[config.mk]
export PLATFORM = sky130hd
export DESIGN_NAME = pc_ctrl_unit
export DESIGN_NICKNAME = d
export VERILOG_FILES = /design/src/rtl/pc_pkg.sv /design/src/rtl/pc_redirect_buf.sv /design/src/rtl/pc_ctrl_unit.sv
export SDC_FILE = /design/constraint.sdc
export NUM_CORES = 1
export LEC_CHECK = 0
export CORE_AREA = 2 2 104 116
export CTS_CLUSTER_SIZE = 20
export DETAILED_ROUTE_END_ITERATION = 10
export DIE_AREA = 0 0 106 118
export GPL_TIMING_DRIVEN = 1
export PLACE_DENSITY = 0.86
export RECOVER_POWER = 50
export SKIP_CTS_REPAIR_TIMING = 1
export SLEW_MARGIN = 10
export SYNTH_ARGS = -nofsm -noshare
export SYNTH_HDL_FRONTEND = slang
export SYNTH_SLANG_ARGS = --single-unit
[constraint.sdc]
create_clock -name i_clk -period 8.9 [get_ports i_clk]
set_input_delay 1.78 -clock i_clk [delete_from_list [all_inputs] [get_ports i_clk]]
set_output_delay 1.78 -clock i_clk [all_outputs]
set_load 0.05 [all_outputs]
[src/rtl/pc_pkg.sv]
// pc_pkg
// Shared definitions for the program-counter controller and the debug unit
// that observes it: debug-state encoding and default reset vector / increment.
package pc_pkg;

   // Debug run-control state, as presented on o_state.
   typedef enum logic [1:0] {
      ST_RUN  = 2'b00,
      ST_HALT = 2'b01,
      ST_STEP = 2'b10
   } pc_state_e;

   localparam logic [31:0] DEF_RESET_VEC = 32'h0000_0000;
   localparam int          DEF_PC_INC    = 4;

endpackage : pc_pkg

[src/rtl/pc_redirect_buf.sv]
// pc_redirect_buf
// Holds one redirect target that arrived while the PC could not advance, and
// applies alignment masking / sticky misalignment detection to targets.
// Ports:
//   i_clk, i_reset     clock, asynchronous active-high reset
//   i_req, i_tgt       winning redirect request and its raw target
//   i_adv              PC advances at this edge
//   o_tgt_aligned      i_tgt with the low ALIGN_BITS forced to zero
//   o_pending          a buffered redirect is waiting
//   o_pending_tgt      buffered (already aligned) target
//   o_misaligned       sticky: some captured target had low bits set
module pc_redirect_buf #(
   parameter int DATA_W     = 32,
   parameter int ALIGN_BITS = 2
) (
   input  logic              i_clk,
   input  logic              i_reset,
   input  logic              i_req,
   input  logic [DATA_W-1:0] i_tgt,
   input  logic              i_adv,
   output logic [DATA_W-1:0] o_tgt_aligned,
   output logic              o_pending,
   output logic [DATA_W-1:0] o_pending_tgt,
   output logic              o_misaligned
);

   // Ones in the bits that must be zero for a legal target.
   localparam logic [DATA_W-1:0] LOW_MASK = DATA_W'((64'd1 << ALIGN_BITS) - 64'd1);

   logic              valid_reg;
   logic [DATA_W-1:0] tgt_reg;
   logic              mis_reg;
   logic              tgt_bad;

   assign o_tgt_aligned = i_tgt & ~LOW_MASK;
   assign tgt_bad       = |(i_tgt & LOW_MASK);

   always_ff @(posedge i_clk or posedge i_reset) begin
      if (i_reset) begin
         valid_reg <= 1'b0;
         tgt_reg   <= '0;
         mis_reg   <= 1'b0;
      end else begin
         // An advancing edge always consumes the buffer: either the new
         // request or the buffered target is loaded into the PC.
         if (i_adv) begin
            valid_reg <= 1'b0;
         end else if (i_req) begin
            valid_reg <= 1'b1;
            tgt_reg   <= o_tgt_aligned;   // newest request wins
         end
         if (i_req && tgt_bad) begin
            mis_reg <= 1'b1;
         end
      end
   end

   assign o_pending     = valid_reg;
   assign o_pending_tgt = tgt_reg;
   assign o_misaligned  = mis_reg;

endmodule : pc_redirect_buf

[src/rtl/pc_ctrl_unit.sv]
// pc_ctrl_unit
// IF-stage program-counter controller: sequential increment, ID jump and EX
// branch redirect (branch wins), buffered redirects across stall/halt, debug
// run/halt/single-step FSM and a saturating fetch counter.
// Ports:
//   i_clk, i_reset                      clock, asynchronous active-high reset
//   i_stall                             freezes the PC
//   i_branch_taken / i_branch_target    EX redirect
//   i_jump / i_jump_target              ID redirect
//   i_dbg_run / i_dbg_halt / i_dbg_step debug commands (halt > step > run)
//   o_pc, o_pc_plus                     fetch PC and PC + PC_INC
//   o_fetch_en                          PC advances at next edge
//   o_state                             00 RUN, 01 HALT, 10 STEP
//   o_pending, o_misaligned             buffered redirect, sticky alignment flag
//   o_fetch_count                       saturating count of PC advances
module pc_ctrl_unit
   import pc_pkg::*;
#(
   parameter int                DATA_W       = 32,
   parameter logic [DATA_W-1:0] RESET_VEC    = DATA_W'(DEF_RESET_VEC),
   parameter int                PC_INC       = DEF_PC_INC,
   parameter int                ALIGN_BITS   = 2,
   parameter int                CNT_W        = 32,
   parameter bit                START_HALTED = 1'b0
) (
   input  logic              i_clk,
   input  logic              i_reset,
   input  logic              i_stall,
   input  logic              i_branch_taken,
   input  logic [DATA_W-1:0] i_branch_target,
   input  logic              i_jump,
   input  logic [DATA_W-1:0] i_jump_target,
   input  logic              i_dbg_run,
   input  logic              i_dbg_halt,
   input  logic              i_dbg_step,
   output logic [DATA_W-1:0] o_pc,
   output logic [DATA_W-1:0] o_pc_plus,
   output logic              o_fetch_en,
   output logic [1:0]        o_state,
   output logic              o_pending,
   output logic              o_misaligned,
   output logic [CNT_W-1:0]  o_fetch_count
);

   localparam pc_state_e RESET_STATE = START_HALTED ? ST_HALT : ST_RUN;

   pc_state_e         state_reg, state_next;
   logic [DATA_W-1:0] pc_reg;
   logic [CNT_W-1:0]  cnt_reg;
   logic              adv;
   logic              req;
   logic [DATA_W-1:0] tgt;
   logic [DATA_W-1:0] tgt_aligned;
   logic [DATA_W-1:0] pend_tgt;
   logic              pend_valid;

   // EX is older than ID, so its redirect takes precedence.
   assign req = i_branch_taken | i_jump;
   assign tgt = i_branch_taken ? i_branch_target : i_jump_target;

   pc_redirect_buf #(
      .DATA_W     (DATA_W),
      .ALIGN_BITS (ALIGN_BITS)
   ) u_redirect_buf (
      .i_clk         (i_clk),
      .i_reset       (i_reset),
      .i_req         (req),
      .i_tgt         (tgt),
      .i_adv         (adv),
      .o_tgt_aligned (tgt_aligned),
      .o_pending     (pend_valid),
      .o_pending_tgt (pend_tgt),
      .o_misaligned  (o_misaligned)
   );

   // Debug FSM and advance enable. A halt in RUN still lets this edge
   // advance; a halt in STEP cancels the step's advance.
   always_comb begin
      state_next = state_reg;
      adv        = 1'b0;
      case (state_reg)
         ST_RUN: begin
            adv = !i_stall;
            if (i_dbg_halt) state_next = ST_HALT;
         end
         ST_HALT: begin
            if (i_dbg_halt)      state_next = ST_HALT;
            else if (i_dbg_step) state_next = ST_STEP;
            else if (i_dbg_run)  state_next = ST_RUN;
         end
         ST_STEP: begin
            adv = !i_stall && !i_dbg_halt;
            if (i_dbg_halt || !i_stall) state_next = ST_HALT;
         end
         default: state_next = ST_HALT;
      endcase
   end

   always_ff @(posedge i_clk or posedge i_reset) begin
      if (i_reset) begin
         state_reg <= RESET_STATE;
         pc_reg    <= RESET_VEC;
         cnt_reg   <= '0;
      end else begin
         state_reg <= state_next;
         if (adv) begin
            if (req)             pc_reg <= tgt_aligned;
            else if (pend_valid) pc_reg <= pend_tgt;
            else                 pc_reg <= o_pc_plus;
            if (cnt_reg != '1)   cnt_reg <= cnt_reg + 1'b1;
         end
      end
   end

   assign o_pc          = pc_reg;
   assign o_pc_plus     = pc_reg + DATA_W'(PC_INC);
   assign o_fetch_en    = adv;
   assign o_state       = state_reg;
   assign o_pending     = pend_valid;
   assign o_fetch_count = cnt_reg;

endmodule : pc_ctrl_unit

==> impl_metrics.yaml, run 1 <==
floorplanning:
  rows: 41
  coreArea_um2: 11340
  ioPinCount: 173
  start_util: 0.5126
  fp.dieW_um: 106
  die_area_um2: 12510
  die_h_um: 118
job:
  maxCapViolCount: 2
critical_path:
  critPathBufInv: 4
  slowest_stage: "clkdlybuf4s50_1"
  crit_type: "input pin to output port"
  required_ns: 7.12
  critPathMaxStageDelay_ns: 0.98
  cp_max_fo: 42
  cp-end-kind: "output port"
  start_kind: "input pin"
  arrival_ns: 4.81
  worstPathCellList: "dlygate4sd3_1, a211o_1, buf_4, inv_1, clkdlybuf4s50_1"
  critical_path.top_delay_family: "buffers and inverters"
synthesis:
  syn_area_um2: 5812
  synth_top_family_by_area: "simple AND/OR/NAND/NOR gates"
  synth-seq-area-share: 0.4133
  muxShareOfSynthArea: 0.07169
  synthArstFlopShare: 1.000
  yosys_register_bits: 96
  synth_cells: 632
  synth_fa_ha_area_frac: 0.004306
  synth_edf_count: 0
  yosys.area_share.simple: 0.2101
  synth_ff_type: "dfrtp_1"
  synth_compound_area_frac: 0.1709
  synth_xor_area_frac: 0.08590
  ys_types: 63
  yosys_warnings: 0
  syn_area_per_cell_um2: 9.196
detailed_routing:
  drtPass1Iterations: 7
  antenna_left: 0
  post-route-drc-count: 0
  avgViaCountPerCell: 6.005
  wirelength_um: 17300
  drt_iter0_markers: 364
  num_vias: 5609
  wl_per_cell_um: 18.52
global_route:
  grt_first_pass_wirelength_um: 27870
  grtUsageTotal: 0.2795
  grt_pass1_vias: 5409
  antenna_found_initial: 0
  overflow: 0
  grt_max_degree: 75
min_path:
  hold_class: "flop to flop"
finish:
  final_area_um2: 7866
  drive_gt1_frac: 0.05995
  layout_common_cells: "123 x clkdlybuf4s50_1, 96 x dfrtp_1, 70 x nand2_1, 60 x o21ai_0, 44 x dlygate4sd3_1"
  antennaDiodeCount: 0
  fin_cells: 934
  fin_nets: 853
  synthToLayoutAreaGrowth_pct: 35.35
  final_common_cell: "clkdlybuf4s50_1"
sta:
  worstMarginPinSlew_ns: 3.436
  fin_setup_tns_ns: 0
  finClkSkew_ns: 0.005881
  finalSetupViolations: 0
  hold_violations: 0
  finalCriticalPeriod_ns: 6.595
  fmax_ghz: 0.1516
  whs_ns: 0.4767
  period_share: 0.7410
  rsz0062_at_grt: "no"
  slew_headroom: -1.290
  slew_violations: 99
cts:
  h-tree-depth: 3
  clk_latency_ns: 0.35
  cts_buffer_depth: 2
  cts_tree: "built"
  cts_root_buf: "clkbuf_16"
  clk_pin_slew_ns: 0.06
  cts_sinks: 96
  numCtsBuffers: 9
place:
  dp.cells: 918
  post_dp_cell_area_um2: 7571
  portBuffers: 168
  dpl.hpwl_um: 12280
  finalWeightedCongestion: 0.9007
pwr:
  p_per_area_nw_per_um2: 222.4
  power_leakage_nw: 3.299
  report.power.total_w: 0.001749
  ir_drop_v: 0.0001628
outcome:
  violations: "max-capacitance violations, max-slew violations"
  status: "finished with violations"
==> path summary, 6_finish.rpt <==
check,from,end,slack (ns),cells past startpoint
setup / recovery,i_dbg_halt,o_fetch_en,2.31,5
hold / removal,u_redirect_buf.o_pending_tgt[6],u_redirect_buf.o_pending_tgt[6],0.48,2
setup reg to reg,o_state[1],o_fetch_count[29],5.92,7
hold reg to reg,u_redirect_buf.o_pending_tgt[6],u_redirect_buf.o_pending_tgt[6],0.48,2
max in group asynchronous,i_reset,u_redirect_buf.o_pending_tgt[7],2.83,3
min in group asynchronous,i_reset,o_state[1],2.25,2
==> tightest hold or removal path, delay by kind of cell (launching register included) <==
family | cells | cell delay [ns]
AND/OR/NAND/NOR | 1 | 0.04
AO/OA/AOI/OAI | 1 | 0.06
flip-flops | 1 | 0.34
==> state kept, by name, summed over array words and instances, names as in the netlist <==
| signal | cells |
|---|---|
| o_state | 2 |
| u_redirect_buf.o_pending_tgt | 30 |
| o_pc | 30 |
| u_redirect_buf.o_misaligned | 1 |
| u_redirect_buf.o_pending | 1 |
| o_fetch_count | 32 |
==> cells in the mapped netlist, types with 3 or more instances <==
| master | n | share of area |
|---|---|---|
| a21oi_1 | 30 | 0.026 |
| a221oi_1 | 6 | 0.0090 |
| a22oi_1 | 9 | 0.012 |
| a31oi_1 | 5 | 0.0054 |
| a41oi_1 | 5 | 0.0075 |
| and3_1 | 10 | 0.011 |
| and4_1 | 4 | 0.0060 |
| buf_1 | 4 | 0.0026 |
| buf_2 | 8 | 0.0069 |
| buf_4 | 4 | 0.0052 |
| clkbuf_1 | 26 | 0.017 |
| dfrtp_1 | 96 | 0.41 |
| inv_1 | 17 | 0.011 |
| mux2_2 | 5 | 0.0097 |
| mux2i_1 | 36 | 0.062 |
| nand2_1 | 70 | 0.045 |
| nand3_1 | 24 | 0.021 |
| nand3b_1 | 9 | 0.012 |
| nand4_1 | 17 | 0.018 |
| nand4_4 | 3 | 0.011 |
| nor2_1 | 31 | 0.020 |
| nor2b_1 | 4 | 0.0043 |
| nor3_1 | 17 | 0.015 |
| nor4_1 | 7 | 0.0075 |
| o211ai_1 | 4 | 0.0052 |
| o21a_1 | 5 | 0.0065 |
| o21ai_0 | 60 | 0.052 |
| o22ai_1 | 6 | 0.0065 |
| o2bb2ai_1 | 6 | 0.0090 |
| o31a_1 | 3 | 0.0045 |
| or4_4 | 4 | 0.0077 |
| xnor2_1 | 35 | 0.053 |
| xor2_1 | 22 | 0.033 |
==> per-stage QoR <==
stage | worst slack [ns] | utilization
after floorplan | 4.294 | -
final | 2.305 | 0.6939
after CTS | 2.885 | 0.6943
after global placement | 2.924 | 0.6678
after detailed placement | 2.889 | 0.6678
after global routing | 1.961 | 0.6939
==> per-layer routing <==
layer | up-vias | GRT usage | part of all wire
met5 | - | 0 | 0
met4 | 0 | 0.1340 | 0.039
met3 | 37 | 0.06091 | 0.079
met2 | 255 | 0.4625 | 0.49
met1 | 2731 | 0.3454 | 0.40
li1 | 2586 | - | -
==> logic make-up (layout without fill, tap and decap cells) <==
group                      count (synthesis)  count (layout)
and+or+nand+nor                          217             217
AOI/OAI and AO/OA                        158             158
DFF                                       96              96
buffers and inverters                     60             209
xor gates and xnor gates                  57              57
muxes                                     41              41
adders and majority gates                  2               2
other                                      1               4
==> layout make-up <==
class                      instances  area, µm²
multi-input combinational        479       3182
clock inverter                     3      40.04
inverter                          18      68.82
timing repair buffer             175       1725
fill                             868       3471
tap                              150      187.7
clock buffer                      13      260.3
sequential                        96       2402
==> power breakdown <==
part	switching [W]	internal (W)
logic	0.000497	0.000254
clock network	0.000164	0.000233
registers	0.0000982	0.000502
total	0.000760	0.000990
Note: power is estimated with default switching activity, not from simulation.
==> run 2, diff against run 1 <==
- CORE_AREA: 2 2 104 116 -> 2 2 108 121
- DIE_AREA: 0 0 106 118 -> 0 0 110 123
- PLACE_DENSITY: 0.86 -> 0.8
- clock period: 8.9 -> 6.55 ns (I/O delays scaled with it)
==> impl_metrics.yaml, run 2 (synthesis gave the netlist of run 1 again) <==
pwr:
  ir_drop_v: 0.0003840
  p_per_area_nw_per_um2: 298.6
  power_leakage_nw: 3.261
critical_path:
  worst-r2r-setup-slack_ns: 2.91
  required_ns: 6.77
  cp-end-kind: "flop"
  crit_type: "input pin to flop"
  cp_max_fo: 41
  arrival_ns: 4.96
  start_kind: "input pin"
global_route:
  grt_pass1_vias: 5299
  overflow: 0
  grt_max_degree: 51
  antenna_found_initial: 0
  grt_first_pass_wirelength_um: 27540
  grtUsageTotal: 0.2667
finish:
  synthToLayoutAreaGrowth_pct: 35.29
  n_fill_cell: 1067
  drive_gt1_frac: 0.06115
  largest_reg_flops: 32
  seq_area_um2: 2402
  antennaDiodeCount: 0
  layout_common_cells: "136 x clkdlybuf4s50_1, 96 x dfrtp_1, 70 x nand2_1, 60 x o21ai_0, 36 x mux2i_1"
  multiInputGateArea_um2: 3187
  final_common_cell: "clkdlybuf4s50_1"
  fin_nets: 854
sta:
  finalSetupViolations: 0
  worstMarginPinSlew_ns: 2.108
  fmax_ghz: 0.2109
  slew_violations: 125
  rsz0062_at_grt: "no"
  whs_ns: 0.4784
  slew_headroom: -0.4051
  period_share: 0.7241
  finalCriticalPeriod_ns: 4.743
  fin_setup_tns_ns: 0
  finClkSkew_ns: 0.009248
  hold_violations: 0
cts:
  cts_root_buf: "clkbuf_16"
  h-tree-depth: 3
  clk_latency_ns: 0.34
  cts_sinks: 96
  clk_pin_slew_ns: 0.07
  numCtsBuffers: 9
  cts_tree: "built"
  cts_buffer_depth: 2
place:
  finalWeightedCongestion: 0.9142
  portBuffers: 168
  dpl.hpwl_um: 12940
detailed_routing:
  drtPass1Iterations: 5
  drt_iter0_markers: 367
  avgViaCountPerCell: 5.835
  num_vias: 5497
  wirelength_um: 17900
  wl_per_cell_um: 19.00
  antenna_left: 0
  post-route-drc-count: 0
floorplanning:
  die_area_um2: 13530
  rows: 43
  coreArea_um2: 12320
  fp.dieW_um: 110
  start_util: 0.4717
  die_h_um: 123
  ioPinCount: 173
job:
  maxCapViolCount: 3
outcome:
  violations: "max-capacitance violations, max-slew violations"
  status: "finished with violations"
min_path:
  hold_class: "flop to flop"
[run 2: changes by cell type in the layout (fill, tap and decap cells not counted)]
cell / previous run / this run
clkinvlp_4: 0 / 3
clkbuf_1: 3 / 4
clkinv_2: 2 / 0
nor3_2: 0 / 1
clkdlybuf4s50_1: 123 / 136
dlygate4sd3_1: 44 / 31
buf_4: 6 / 5
inv_6: 0 / 1
nor3_1: 17 / 16
clkbuf_8: 2 / 1
clkinv_4: 0 / 1
bufinv_16: 1 / 0
[run 2: worst max-delay path, cell delays in order]
cell and delay [ns]:
dlygate4sd3_1 0.59, a211o_1 0.23, clkbuf_1 1.54, a31oi_1 0.67, and3_2 0.47, xor2_1 0.14
[run 2: final cells by class]
| type | instances | share of cell area |
|---|---|---|
| timing repair buffer | 176 | 0.2194 |
| multi-input combinational | 479 | 0.4053 |
| tap | 157 | 0.02498 |
| clock inverter | 5 | 0.005092 |
| inverter | 18 | 0.008752 |
| sequential | 96 | 0.3055 |
| clock buffer | 11 | 0.03087 |
[run 2: per-layer routing]
layer,share of wire,vias up,track usage
met5,0,-,0
met4,0.028,0,0.09098
met3,0.088,26,0.06800
met2,0.49,229,0.4597
met1,0.39,2657,0.3221
li1,-,2585,-
[run 2: power breakdown]
part,total [W],internal [W],switching [W],leakage [nW]
Clock,0.000502,0.000270,0.000232,0.128
Combinational,0.00103,0.000351,0.000679,1.95
Sequential,0.000816,0.000683,0.000133,1.18
[run 2: path summary, 6_finish.rpt]
kind / from / endpoint / depth (start not counted)
max in group asynchronous: i_reset / o_state[1] / 3
setup reg to reg: o_state[1] / o_fetch_count[4] / 5
min in group asynchronous: i_reset / u_redirect_buf.o_pending_tgt[3] / 2
setup / recovery: i_stall / o_fetch_count[4] / 6
hold / removal: u_redirect_buf.o_pending_tgt[4] / u_redirect_buf.o_pending_tgt[4] / 2
hold reg to reg: u_redirect_buf.o_pending_tgt[4] / u_redirect_buf.o_pending_tgt[4] / 2
[run 2: stage by stage]
stage               total power [W]  instance area [µm²]  worst slack, ns  std cells    util
finish                     0.002348                 7863            1.807        942  0.6382
global route               0.002449                 7863            1.637        942  0.6382
CTS                        0.002364                 7875            2.015        942  0.6392
detailed placement         0.001859                 7592            2.209        926  0.6162
global placement           0.001838                 7592            2.224        926  0.6162
floorplan                  0.001479                 5823            2.578        635       -
==> run 3, diff against run 2 <==
- CORE_AREA: 2 2 108 121 -> 2 2 114 127
- DIE_AREA: 0 0 110 123 -> 0 0 116 129
- PLACE_DENSITY: 0.8 -> 0.76
- clock period: 6.55 -> 4.1 ns (I/O delays scaled with it)
==> impl_metrics.yaml, run 3 (synthesis gave the netlist of run 1 again) <==
outcome:
  status: "finished with violations"
  violations: "max-capacitance violations, max-slew violations"
finish:
  seq_area_um2: 2402
  largest_reg_flops: 32
  n_fill_cell: 1225
  fin_nets: 858
  final_common_cell: "clkdlybuf4s50_1"
  antennaDiodeCount: 0
  drive_gt1_frac: 0.06717
  synthToLayoutAreaGrowth_pct: 37.33
  multiInputGateArea_um2: 3188
  layout_common_cells: "145 x clkdlybuf4s50_1, 96 x dfrtp_1, 70 x nand2_1, 60 x o21ai_0, 36 x mux2i_1"
detailed_routing:
  antenna_left: 0
  drt_iter0_markers: 483
  wirelength_um: 18010
  num_vias: 5516
  drtPass1Iterations: 5
  wl_per_cell_um: 18.43
  post-route-drc-count: 0
  avgViaCountPerCell: 5.646
place:
  portBuffers: 168
  dpl.hpwl_um: 13160
  finalWeightedCongestion: 0.9168
pwr:
  power_leakage_nw: 3.300
  ir_drop_v: 0.0004070
  p_per_area_nw_per_um2: 489.7
  report.power.total_w: 0.003908
cts:
  cts_sinks: 96
  cts_root_buf: "clkbuf_16"
  cts_buffer_depth: 2
  cts_tree: "built"
  clk_pin_slew_ns: 0.07
  h-tree-depth: 3
  clk_latency_ns: 0.36
  numCtsBuffers: 9
sta:
  fmax_ghz: 0.2607
  finalSetupViolations: 0
  period_share: 0.9356
  rsz0062_at_grt: "no"
  hold_violations: 0
  worstMarginPinSlew_ns: 1.842
  finClkSkew_ns: 0.01288
  fin_setup_tns_ns: 0
  slew_headroom: -0.2281
  finalCriticalPeriod_ns: 3.836
  whs_ns: 0.4875
  slew_violations: 122
global_route:
  grt_first_pass_wirelength_um: 28270
  antenna_found_initial: 0
  grtUsageTotal: 0.2437
  grt_max_degree: 86
  overflow: 0
  grt_pass1_vias: 5361
critical_path:
  crit_type: "flop to output port"
  required_ns: 3.28
  cp_max_fo: 9
  cp-end-kind: "output port"
  start_kind: "flop"
  arrival_ns: 3.02
min_path:
  hold_class: "flop to flop"
floorplanning:
  die_h_um: 129
  coreArea_um2: 13630
  fp.dieW_um: 116
  rows: 45
  die_area_um2: 14960
  ioPinCount: 173
  start_util: 0.4265
job:
  maxCapViolCount: 2
run 3: cell count changes in the layout (fill, tap and decap cells not counted), moves of 2 or more:
cell / change
clkinvlp_4: -3
bufinv_16: +2
buf_4: +4
dlygate4sd3_1: -10
clkdlybuf4s50_1: +9
run 3: cell type report:
type | count | share of cell area
tap | 188 | 0.02947
multi-input combinational | 479 | 0.3994
timing repair buffer | 180 | 0.2192
clock buffer | 11 | 0.03167
inverter | 18 | 0.008465
sequential | 96 | 0.3010
clock inverter | 5 | 0.01082
run 3: worst max-delay path, stage by stage, from the launching register on:
cell	delay (ns)
dfrtp_1	0.49
ha_1	0.24
and3_1	0.28
nand3_1	0.12
or4_4	0.55
xnor2_1	0.15
clkdlybuf4s50_1	0.83
run 3: final timing paths:
check                                                       from                                to  slack (ns)  cells after the start
worst max-delay path                                     o_pc[2]                     o_pc_plus[28]        0.26                      6
worst min-delay path            u_redirect_buf.o_pending_tgt[24]  u_redirect_buf.o_pending_tgt[24]        0.49                      2
worst max register to register                        o_state[1]   u_redirect_buf.o_pending_tgt[4]        0.94                      6
worst min register to register  u_redirect_buf.o_pending_tgt[24]  u_redirect_buf.o_pending_tgt[24]        0.49                      2
max in group asynchronous                                i_reset   u_redirect_buf.o_pending_tgt[5]        1.47                      3
min in group asynchronous                                i_reset                 o_fetch_count[25]        1.49                      2
run 3: layer usage:
metal	vias up	share of wire	global-route usage
met4	0	0.040	0.1169
met5	-	0	0
met2	225	0.48	0.4056
li1	2598	-	-
met3	35	0.073	0.05134
met1	2658	0.41	0.3013
run 3: stage by stage:
stage               worst slack (ns)  instance area [µm²]  utilization  std cells
floorplan                     0.6178                 5823            -        635
global placement              0.5259                 7654       0.5617        961
detailed placement            0.4481                 7654       0.5617        961
CTS                          0.08516                 7993       0.5866        977
global route                 0.04090                 7981       0.5858        977
finish                        0.2640                 7981       0.5858        977
run 3: power breakdown:
part	leakage [nW]	total [W]	internal (W)	switching, W
clock network	0.167	0.000960	0.000574	0.000386
registers	1.18	0.00131	0.00109	0.000217
logic	1.95	0.00164	0.000564	0.00108
